<file path="config.mk">
export PLATFORM = sky130hd
export DESIGN_NAME = uart_tx_arbiter
export DESIGN_NICKNAME = d
export VERILOG_FILES = /design/src/rtl/uart_pkg.sv /design/src/rtl/uart_rr_picker.sv /design/src/rtl/uart_tx_arbiter.sv
export SDC_FILE = /design/constraint.sdc
export NUM_CORES = 1
export LEC_CHECK = 0
export ABC_CLOCK_PERIOD_IN_PS = 3800
export BUFFER_PORTS_ARGS = -buffer_cell sky130_fd_sc_hd__buf_2
export CAP_MARGIN = 30
export CORE_ASPECT_RATIO = 1.5
export CORE_UTILIZATION = 30
export DETAILED_ROUTE_END_ITERATION = 7
export HOLD_SLACK_MARGIN = 0.1
export SETUP_SLACK_MARGIN = 0.2
export SYNTH_ARGS = -nofsm -noshare
export SYNTH_HDL_FRONTEND = slang
export SYNTH_SLANG_ARGS = --single-unit
</file>
<file path="constraint.sdc">
create_clock -name i_clk -period 3.8 [get_ports i_clk]
set_clock_uncertainty 0.05 [all_clocks]
set_input_delay 0.38 -clock i_clk [delete_from_list [all_inputs] [get_ports i_clk]]
set_output_delay 0.38 -clock i_clk [all_outputs]
set_load 0.01 [all_outputs]
</file>
<file path="src/rtl/uart_pkg.sv">
// uart_pkg: shared FSM encoding and baud constants for the UART transmit arbiter.
package uart_pkg;
  typedef enum logic [1:0] {IDLE = 2'd0, LAUNCH = 2'd1, WAIT_BUSY = 2'd2, WAIT_DONE = 2'd3} state_t;
  localparam int CLK_HZ = 100_000_000;
  localparam int BAUD = 115_200;
  localparam int BAUD_CLK_TICKS = CLK_HZ / BAUD;
endpackage

</file>
<file path="src/rtl/uart_rr_picker.sv">
// uart_rr_picker: combinational winner select, round-robin after last, or lowest index
// when UART_ARB_FIXED_PRIO_EN is defined.
module uart_rr_picker #(
  parameter int NUM_REQ = 4,
  localparam int IW = $clog2(NUM_REQ)
) (
  input  logic [NUM_REQ-1:0] req,
  input  logic [IW-1:0]      last,
  output logic               valid,
  output logic [NUM_REQ-1:0] onehot,
  output logic [IW-1:0]      idx
);
`ifdef UART_ARB_FIXED_PRIO_EN
  logic unused_last;
  assign unused_last = ^last;
  always_comb begin
    valid = 1'b0;
    idx = '0;
    for (int i = NUM_REQ - 1; i >= 0; i--)
      if (req[IW'(i)]) begin
        valid = 1'b1;
        idx = IW'(i);
      end
  end
`else
  int k;
  // scan offsets high to low so the nearest requester after last wins
  always_comb begin
    k = 0;
    valid = 1'b0;
    idx = '0;
    for (int i = NUM_REQ - 1; i >= 0; i--) begin
      k = int'(last) + 1 + i;
      k = (k >= NUM_REQ) ? k - NUM_REQ : k;
      if (req[IW'(k)]) begin
        valid = 1'b1;
        idx = IW'(k);
      end
    end
  end
`endif
  assign onehot = valid ? NUM_REQ'(1) << idx : '0;
endmodule

</file>
<file path="src/rtl/uart_tx_arbiter.sv">
// uart_tx_arbiter: shares one UART transmitter among NUM_REQ byte requesters.
// Define UART_ARB_FIXED_PRIO_EN for fixed lowest-index priority instead of round-robin.
module uart_tx_arbiter
  import uart_pkg::*;
#(
  parameter int NUM_REQ = 4,
  parameter int BUSY_TIMEOUT = 1024
) (
  input  logic                       i_clk,
  input  logic                       i_rst,
  input  logic [NUM_REQ-1:0]         i_req,
  input  logic [NUM_REQ*8-1:0]       i_data,
  output logic [NUM_REQ-1:0]         o_gnt,
  output logic                       o_tx_start,
  output logic [7:0]                 o_tx_data,
  input  logic                       i_tx_busy,
  output logic [$clog2(NUM_REQ)-1:0] o_owner,
  output logic                       o_active,
  output logic                       o_timeout
);
  localparam int IW = $clog2(NUM_REQ);
  localparam int CW = $clog2(BUSY_TIMEOUT);
  state_t state, state_n;
  logic [CW-1:0] cnt, cnt_n;
  logic [IW-1:0] last, pick_idx;
  logic [NUM_REQ-1:0] pick_oh;
  logic pick_valid, grant;
  uart_rr_picker #(.NUM_REQ(NUM_REQ)) u_picker (
    .req(i_req),
    .last(last),
    .valid(pick_valid),
    .onehot(pick_oh),
    .idx(pick_idx)
  );
  always_comb begin
    state_n = state;
    cnt_n = cnt;
    grant = 1'b0;
    o_timeout = 1'b0;
    case (state)
      IDLE: begin
        grant = pick_valid;
        state_n = pick_valid ? LAUNCH : IDLE;
      end
      LAUNCH: begin
        state_n = WAIT_BUSY;
        cnt_n = CW'(BUSY_TIMEOUT - 1);
      end
      WAIT_BUSY: begin
        o_timeout = !i_tx_busy && cnt == '0;
        state_n = i_tx_busy ? WAIT_DONE : (o_timeout ? IDLE : WAIT_BUSY);
        cnt_n = (i_tx_busy || o_timeout) ? cnt : cnt - 1'b1;
      end
      default: state_n = i_tx_busy ? WAIT_DONE : IDLE;
    endcase
  end
  assign o_tx_start = state == LAUNCH;
  assign o_active = state != IDLE;
  always_ff @(posedge i_clk) begin
    if (i_rst) begin
      state <= IDLE;
      cnt <= '0;
      last <= IW'(NUM_REQ - 1);
      o_gnt <= '0;
      o_tx_data <= '0;
      o_owner <= '0;
    end else begin
      state <= state_n;
      cnt <= cnt_n;
      o_gnt <= grant ? pick_oh : '0;
      if (grant) begin
        last <= pick_idx;
        o_owner <= pick_idx;
        o_tx_data <= i_data[8*pick_idx +: 8];
      end
    end
  end
endmodule

</file>
==> results of run 1 <==
[cell type report]
cell class                      count  share of cell area (%)
Clock buffer                        3                   2.242
Clock inverter                      1                   1.630
Inverter                            5                   1.019
Multi-Input combinational cell    134                   45.38
Sequential cell                    28                   30.43
Tap cell                           64                   4.348
Timing Repair Buffer               55                   14.95
[per-layer routing]
layer / up-vias / track usage [%]
met5: - / 0
met4: 0 / 5.411
met3: 4 / 2.388
met2: 55 / 28.63
met1: 667 / 16.24
li1: 748 / -
[sequential cells by signal, indices dropped and copies added, names as in the netlist]
register,flops
o_tx_data,8
o_gnt,4
last,2
state,2
cnt,10
o_owner,2
[cell families after synthesis]
logic type / count (synthesis) / synth area share [%]
adder cells (fa/ha/maj): 1 / 0.8694
multiplexers: 8 / 5.565
AO/OA/AOI/OAI: 54 / 24.52
XOR/XNOR: 7 / 4.261
AND/OR/NAND/NOR: 64 / 22.52
flip-flops: 28 / 38.96
buffers and inverters: 12 / 3.304
[how the worst max path moves through the flow]
stage | from | to | slack, ns
2_1_floorplan | cnt[0] | cnt[8] | 1.91
3_3_place_gp | i_req[3] | o_tx_data[5] | 1.48
3_5_place_dp | i_req[3] | o_tx_data[6] | 1.43
4_1_cts | cnt[0] | cnt[9] | 1.56
5_1_grt | cnt[0] | cnt[7] | 1.30
6_report | cnt[0] | cnt[9] | 1.55
[worst max-delay path, delay by kind of cell (launching register included)]
kind | cells | cell delay (ns)
XOR/XNOR | 1 | 0.18
adder cells (fa/ha/maj) | 1 | 0.23
buffers and inverters | 1 | 0.06
flip-flops | 1 | 0.41
AO/OA/AOI/OAI | 2 | 0.82
AND/OR/NAND/NOR | 2 | 0.37
[power groups by stage]
stage                     combinational, uW  sequential, uW  clock [uW]
after floorplan                         180             391           0
final                                   273             380         235
after detailed placement                275             388           0
after global routing                    306             387         252
after CTS                               275             381         245
after global placement                  274             387           0
[per-stage QoR]
stage	hold WS, ns	std cells	util (%)
3_3_place_gp	0.3970	286	38.66
6_report	0.3174	290	40.22
2_1_floorplan	0.3994	174	-
3_5_place_dp	0.3988	286	38.66
4_1_cts	0.3128	290	40.22
5_1_grt	0.3393	290	40.22
[cells in the final DEF, fill, tap and decap left out]
cell type and n:
sky130_fd_sc_hd__nand4_1 8, sky130_fd_sc_hd__xnor2_1 1, sky130_fd_sc_hd__o21ai_0 4, sky130_fd_sc_hd__nand2_1 16, sky130_fd_sc_hd__buf_2 55, sky130_fd_sc_hd__o311a_1 1
sky130_fd_sc_hd__or2_1 1, sky130_fd_sc_hd__nand3_1 6, sky130_fd_sc_hd__a31oi_1 3, sky130_fd_sc_hd__o211ai_1 9, sky130_fd_sc_hd__nor4_1 1, sky130_fd_sc_hd__xor2_1 6
sky130_fd_sc_hd__or4_1 2, sky130_fd_sc_hd__a211oi_1 1, sky130_fd_sc_hd__inv_1 5, sky130_fd_sc_hd__ha_1 1, sky130_fd_sc_hd__or3b_1 1, sky130_fd_sc_hd__nand4b_1 1
sky130_fd_sc_hd__nor3_1 3, sky130_fd_sc_hd__o21a_1 1, sky130_fd_sc_hd__or4b_2 1, sky130_fd_sc_hd__o31ai_1 8, sky130_fd_sc_hd__dfxtp_1 28, sky130_fd_sc_hd__o21ai_1 3
sky130_fd_sc_hd__a21oi_1 13, sky130_fd_sc_hd__clkbuf_8 3, sky130_fd_sc_hd__bufinv_16 1, sky130_fd_sc_hd__o22ai_1 1, sky130_fd_sc_hd__nand2b_1 3, sky130_fd_sc_hd__nor3_2 1
sky130_fd_sc_hd__nor4b_1 2, sky130_fd_sc_hd__mux2i_1 8, sky130_fd_sc_hd__nor2b_1 2, sky130_fd_sc_hd__a21o_1 10, sky130_fd_sc_hd__nor2_1 16
==> results.json, run 1 <==
{
  "post_synth_num_cell_types": 34,
  "worst_hold_path.num_cells": 3,
  "fin_ws_ns": 1.555,
  "avgRoutedWirePerCell_um": 12.71,
  "cts_inserted_buffers": 3,
  "clock-root-buffer": "sky130_fd_sc_hd__clkbuf_8",
  "placement_rows": 30,
  "post_route_cells_drive_above_1_share_pct": 26.99,
  "post_synthesis_register_bit_count": 28,
  "power.switching_uw": 285.2,
  "maximum_number_of_pins_on_one_net_before_global_route_repair": 17,
  "num_antenna_cells": 0,
  "postSynthCellCount": 174,
  "finalWorstPathRequiredPeriod_ns": 2.245,
  "p_seq_share_pct": 42.8,
  "remaining_design_rule_violation_count": 0,
  "die-width_um": 58.55,
  "grt_usage_pct": 15.05,
  "route.vias.total": 1474,
  "placement.setup.worst_slack_ns": 1.433,
  "route.final.wire_length_um": 3686,
  "place.gp.congestion": 0.8287,
  "worstHoldEndpoint": "state[0]",
  "syn_area_per_cell_um2": 8.269,
  "net_count_of_the_mapped_netlist": 214,
  "setup_total_negative_slack_ns": 0,
  "grt_overflow": 0,
  "timing.max_slew.rel_slack_pct": 31.47,
  "power_report.internal_total_uw": 603.2,
  "area_growth_pct": 28.00,
  "post-synth-top-area-fraction_pct": 38.96,
  "num-fill-cells": 522,
  "cts_hold_buffers": 0,
  "clock_sink_count": 28,
  "worstReg2RegEnd": "cnt[9]",
  "hpwlAfterDp_um": 2776,
  "post_drt_via_cell_ratio": 5.083,
  "power.static_leakage_uw": 0.0008132,
  "chipHeight_um": 86.82,
  "worstMarginPinSlew_ns": 1.020,
  "numPortBuffers": 55,
  "layout.cell_area.non_filler_um2": 1842,
  "clkLatencyLatePin_ns": 0.28,
  "setup.reg_to_reg.worst_slack_ns": 1.55,
  "timing.hold.worst.class": "in -> reg",
  "timing.setup.critical_path_class": "reg -> reg",
  "power.ir.vdd_worst_v": 0.0001846,
  "fin_crit_sh_pct": 59.08,
  "dpl-instance-area_um2": 1770,
  "yosys_warnings": 0,
  "clock_path_buffers": 2,
  "grt_first_pass_wirelength_um": 6037,
  "max_freq_ghz": 0.4454,
  "worst_path_max_delay_cell": "sky130_fd_sc_hd__a31oi_1",
  "outcome": "complete, no violations",
  "synth.yosys.seq_area_share_pct": 38.96,
  "area_occupied_by_registers_um2": 560.5,
  "vias_in_the_first_global_route": 1418,
  "clock_tree.htree_level_count": 1,
  "antenna_found_initial": 0,
  "mappedNetlistArea_um2": 1439,
  "core_area_um2": 4579,
  "switching_portion_of_total_power_pct": 32.10,
  "routedLengthMet1_um": 1620,
  "ys.flop_type": "sky130_fd_sc_hd__dfxtp_1",
  "drv_cap": 0,
  "maxUsedRoutingLayer": "met4",
  "pwr-share-comb_pct": 30.7,
  "detailroute.wirelength.met2_um": 1827,
  "timing.critical_path.arrival_ns": 2.35,
  "pwr-share-clk_pct": 26.4,
  "wl_met3_um": 201,
  "path_max_fanout": 11,
  "cellPowerDensity_nw_per_um2": 482.3,
  "cts.repair.resized": 0,
  "synth-edff-count": 0,
  "postSynth.asyncResetShare_pct": 0,
  "worst_setup_path_start_kind": "flip-flop",
  "net_count_of_the_finished_layout": 267,
  "timing.critical_path.cells": "inv_1, ha_1, nor4b_1, a31oi_1, nand3_1, xnor2_1, a21oi_1",
  "netlist.top_cell.by_area": "sky130_fd_sc_hd__dfxtp_1",
  "clkSlewWorstSetupHoldPaths_ns": 0.10,
  "post-cts-setup-buffer-count": 0,
  "timing.final.max_slew_violations": 0,
  "drt-initial-drc-count": 77,
  "setup_viol": 0,
  "multi_input_area_um2": 835.8,
  "synth.top_cells.by_area": "sky130_fd_sc_hd__dfxtp_1 (39%), sky130_fd_sc_hd__mux2i_1 (5.6%), sky130_fd_sc_hd__a21o_1 (5.2%), sky130_fd_sc_hd__o211ai_1 (4.7%), sky130_fd_sc_hd__a21oi_1 (4.5%)",
  "worst_r2r_path_depth": 7,
  "critical_path_capture_point_type": "flip-flop",
  "postRouteAntennaNets": 0,
  "cpPeakStageDelay_ns": 0.74,
  "initial_core_util_pct": 31.42,
  "drt-pass1-iter-count": 4,
  "tritoncts": "yes",
  "hp-start": "i_tx_busy",
  "post-synth-top-count-cell": "sky130_fd_sc_hd__dfxtp_1",
  "ios": 56,
  "setup_repair_after_global_routing_missed_its_margin": "no",
  "post-layout-total-power_uw": 888.4,
  "synth.top_cells.by_count": "sky130_fd_sc_hd__dfxtp_1 (28), sky130_fd_sc_hd__nand2_1 (16), sky130_fd_sc_hd__nor2_1 (16), sky130_fd_sc_hd__a21oi_1 (13), sky130_fd_sc_hd__a21o_1 (10)",
  "report.final.hold_viol_count": 0,
  "floorplan.die_area_um2": 5083,
  "timing.critical_path.required_ns": 3.90,
  "crit-reg2reg-launch": "cnt[0]"
}
Power figures use the tool's default switching activity.
==> run 2: changes to the inputs <==
--- a/config.mk
+++ b/config.mk
@@ -5,7 +5,8 @@
 export SDC_FILE = /design/constraint.sdc
 export NUM_CORES = 1
 export LEC_CHECK = 0
-export ABC_CLOCK_PERIOD_IN_PS = 3800
+export ABC_AREA = 1
+export ABC_CLOCK_PERIOD_IN_PS = 2200
 export BUFFER_PORTS_ARGS = -buffer_cell sky130_fd_sc_hd__buf_2
 export CAP_MARGIN = 30
 export CORE_ASPECT_RATIO = 1.5
==> constraint.sdc (replaced) <==
create_clock -name i_clk -period 2.2 [get_ports i_clk]
set_clock_uncertainty 0.05 [all_clocks]
set_input_delay 0.22 -clock i_clk [delete_from_list [all_inputs] [get_ports i_clk]]
set_output_delay 0.22 -clock i_clk [all_outputs]
set_load 0.01 [all_outputs]
==> run 2 against run 1 <==
Critical path type is now reg -> out. Clock-buffer cell count increased by 1. Setup slack got worse by 1.2 ns. Largest power group is now combinational logic. Highest routed layer unchanged. Power grew to 3.8 times the previous value. Die area is 35% higher. Largest cell class unchanged. Sequential power increased by 120%. Sequential share of layout area down 6.4 points. Via count rose by 34%.
==> results.json, run 2 <==
{
  "clock_path_buffers": 2,
  "setup_viol": 0,
  "worstHoldEndpoint": "state[0]",
  "outcome": "complete, no violations",
  "drv_cap": 0,
  "path_max_fanout": 4,
  "timing.final.max_slew_violations": 0,
  "finalNonFillerCells": 430,
  "most_common_cell_after_layout_fill_and_taps_aside": "sky130_fd_sc_hd__inv_1",
  "chipHeight_um": 100.9,
  "net_count_of_the_mapped_netlist": 342,
  "timing.critical_path.required_ns": 1.93,
  "setup_repair_after_global_routing_missed_its_margin": "no",
  "mappedNetlistArea_um2": 1954,
  "timing.max_slew.rel_slack_pct": 67.90,
  "layout.cell_area.non_filler_um2": 2351,
  "grt_first_pass_wirelength_um": 7755,
  "placed_cells_incl_taps": 426,
  "pwr-share-clk_pct": 9.5,
  "fin_crit_sh_pct": 85.76,
  "numPortBuffers": 55,
  "synth.yosys.seq_area_share_pct": 28.68,
  "place.gp.congestion": 0.8144,
  "power.ir.vdd_worst_v": 0.0008965,
  "worstMarginPinSlew_ns": 0.4814,
  "dpl-instance-area_um2": 2267,
  "fin_ws_ns": 0.3133,
  "post_synth_num_cell_types": 33,
  "placement_rows": 35,
  "grt_usage_pct": 14.58,
  "ys.flop_type": "sky130_fd_sc_hd__dfxtp_1",
  "netlist.top_cell.by_area": "sky130_fd_sc_hd__dfxtp_1",
  "hpwlAfterDp_um": 3649,
  "power.static_leakage_uw": 0.001334,
  "largest_reg_flops": 10,
  "report.final.hold_viol_count": 0,
  "placement.setup.worst_slack_ns": 0.1524,
  "postSynthCellCount": 302,
  "max_freq_ghz": 0.5300,
  "initial_core_util_pct": 31.43,
  "timing.hold.worst.class": "in -> reg",
  "clkLatencyLatePin_ns": 0.28,
  "route.vias.total": 1977,
  "setup.reg_to_reg.worst_slack_ns": 0.40,
  "cts_inserted_buffers": 3,
  "worst_r2r_path_depth": 10,
  "power_report.internal_total_uw": 1680,
  "vias_in_the_first_global_route": 1828,
  "net_count_of_the_finished_layout": 397,
  "timing.critical_path.cells": "inv_1, ha_4, nand4_1, nor2_1, nand2_1, nor3_1, buf_2",
  "maximum_number_of_pins_on_one_net_before_global_route_repair": 24,
  "clkSlewWorstSetupHoldPaths_ns": 0.10,
  "crit-reg2reg-launch": "cnt[0]",
  "postSynth.asyncResetShare_pct": 0,
  "timing.setup.critical_path_class": "reg -> out",
  "worst_hold_path.num_cells": 3,
  "postRouteAntennaNets": 0,
  "hp-start": "i_tx_busy",
  "layout_common_cells": "sky130_fd_sc_hd__inv_1 (64), sky130_fd_sc_hd__nand2_1 (56), sky130_fd_sc_hd__buf_2 (55), sky130_fd_sc_hd__nand3_1 (39), sky130_fd_sc_hd__nor2_1 (33)",
  "clock-root-buffer": "sky130_fd_sc_hd__clkbuf_8",
  "die-width_um": 67.90,
  "clock_tree.htree_level_count": 1,
  "worst_setup_path_start_kind": "flip-flop",
  "post_synthesis_register_bit_count": 28,
  "clock_sink_count": 28,
  "setup_total_negative_slack_ns": 0,
  "switching_portion_of_total_power_pct": 50.73,
  "post-synth-top-area-fraction_pct": 28.68,
  "grt_overflow": 0,
  "synth.top_cells.by_area": "sky130_fd_sc_hd__dfxtp_1 (29%), sky130_fd_sc_hd__inv_1 (12%), sky130_fd_sc_hd__nand2_1 (11%), sky130_fd_sc_hd__nand3_1 (10%), sky130_fd_sc_hd__nor2_1 (6.3%)",
  "route.final.wire_length_um": 4645,
  "ios": 56,
  "power.switching_uw": 1730,
  "synth-edff-count": 0,
  "yosys_warnings": 0,
  "p_seq_share_pct": 25.0,
  "cts_hold_buffers": 0,
  "core_area_um2": 6218,
  "antenna_found_initial": 0,
  "finalWorstPathRequiredPeriod_ns": 1.887,
  "syn_area_per_cell_um2": 6.471,
  "drt-initial-drc-count": 60,
  "tritoncts": "yes",
  "post_drt_via_cell_ratio": 4.598,
  "pwr-share-comb_pct": 65.5,
  "remaining_design_rule_violation_count": 0,
  "post_route_cells_drive_above_1_share_pct": 27.81,
  "worstReg2RegEnd": "cnt[5]",
  "timing.critical_path.arrival_ns": 1.62,
  "post-layout-total-power_uw": 3410,
  "cpPeakStageDelay_ns": 0.35,
  "cellPowerDensity_nw_per_um2": 1451,
  "area_growth_pct": 20.29,
  "num_antenna_cells": 0,
  "synth.top_cells.by_count": "sky130_fd_sc_hd__inv_1 (64), sky130_fd_sc_hd__nand2_1 (56), sky130_fd_sc_hd__nand3_1 (39), sky130_fd_sc_hd__nor2_1 (33), sky130_fd_sc_hd__dfxtp_1 (28)",
  "critical_path_capture_point_type": "output port",
  "worst_path_max_delay_cell": "sky130_fd_sc_hd__dfxtp_1",
  "largest-register": "cnt",
  "drt-pass1-iter-count": 4,
  "biggest_registers_after_layout": "cnt: 10 flops, o_tx_data: 8 flops, o_gnt: 4 flops",
  "post-synth-top-count-cell": "sky130_fd_sc_hd__inv_1",
  "avgRoutedWirePerCell_um": 10.80,
  "floorplan.die_area_um2": 6848
}
run 2: cell count changes in the layout (fill, tap and decap cells not counted), moves of 7 or more:
| cell | before | now |
|---|---|---|
| sky130_fd_sc_hd__a21o_1 | 10 | 0 |
| sky130_fd_sc_hd__inv_1 | 5 | 64 |
| sky130_fd_sc_hd__mux2i_1 | 8 | 0 |
| sky130_fd_sc_hd__nand2_1 | 16 | 56 |
| sky130_fd_sc_hd__nand2_2 | 0 | 12 |
| sky130_fd_sc_hd__nand3_1 | 6 | 39 |
| sky130_fd_sc_hd__nand3_2 | 0 | 7 |
| sky130_fd_sc_hd__nor2_1 | 16 | 33 |
| sky130_fd_sc_hd__o211ai_1 | 9 | 2 |
| sky130_fd_sc_hd__o31ai_1 | 8 | 1 |
run 2: per-layer routing:
metal / wire [um] / share of wire, % / global-route usage (%)
met1: 1898 / 41 / 16.30
met2: 2520 / 54 / 27.49
met3: 156 / 3.4 / 1.131
met4: 69 / 1.5 / 5.288
met5: 0 / 0 / 0
run 2: final cells by class:
cell class	instances	area, um2
fill	699	3867
multi-input combinational	196	1066
inverter	69	267.8
clock buffer	4	55.05
tap	74	92.59
timing repair buffer	59	305.3
sequential	28	564.3
run 2: worst max path at each step:
stage / startpoint / end / slack [ns] / depth (start not counted)
3_3_place_gp: last[0] / o_tx_data[7] / 0.18 / 13
3_5_place_dp: last[0] / o_tx_data[7] / 0.15 / 13
5_1_grt: cnt[0] / o_timeout / 0.21 / 7
2_1_floorplan: cnt[0] / cnt[8] / 0.58 / 10
6_report: cnt[0] / o_timeout / 0.31 / 7
4_1_cts: cnt[0] / o_timeout / 0.28 / 7
run 2: power groups by stage:
| stage | sequential [uW] | clock, uW | combinational (uW) |
|---|---|---|---|
| after detailed placement | 862 | 0 | 2180 |
| after global placement | 864 | 0 | 2160 |
| after floorplan | 859 | 0 | 1850 |
| final | 852 | 325 | 2230 |
| after global routing | 882 | 358 | 2540 |
| after CTS | 856 | 336 | 2190 |
run 2: cells by family after synthesis:
kind of cell,share of synthesized area (%)
AOI/OAI and AO/OA,9.539
xor gates and xnor gates,2.241
adders and majority gates,0.6401
buffers and inverters,17.86
and+or+nand+nor,41.04
DFF,28.68
run 2: critical path: cells and delay by family, from the launching register on:
family	cells	cell delay (ns)
AND/OR/NAND/NOR	4	0.54
flip-flops	1	0.35
buffers and inverters	2	0.28
adder cells (fa/ha/maj)	1	0.17
run 2: repair_timing:
item                                    CTS  global route
resized for setup                         1             5
pin swaps                                 0             2
setup buffers                             0             0
endpoints found under the setup margin    9            15
gates cloned                              0             0
run 2: through the flow:
step                      hold slack [ns]  util (%)
after CTS                          0.2204     37.36
after detailed placement           0.4020     36.46
after global routing               0.2255     37.81
final                              0.2286     37.81
after global placement             0.3982     36.46
after floorplan                    0.3126         -
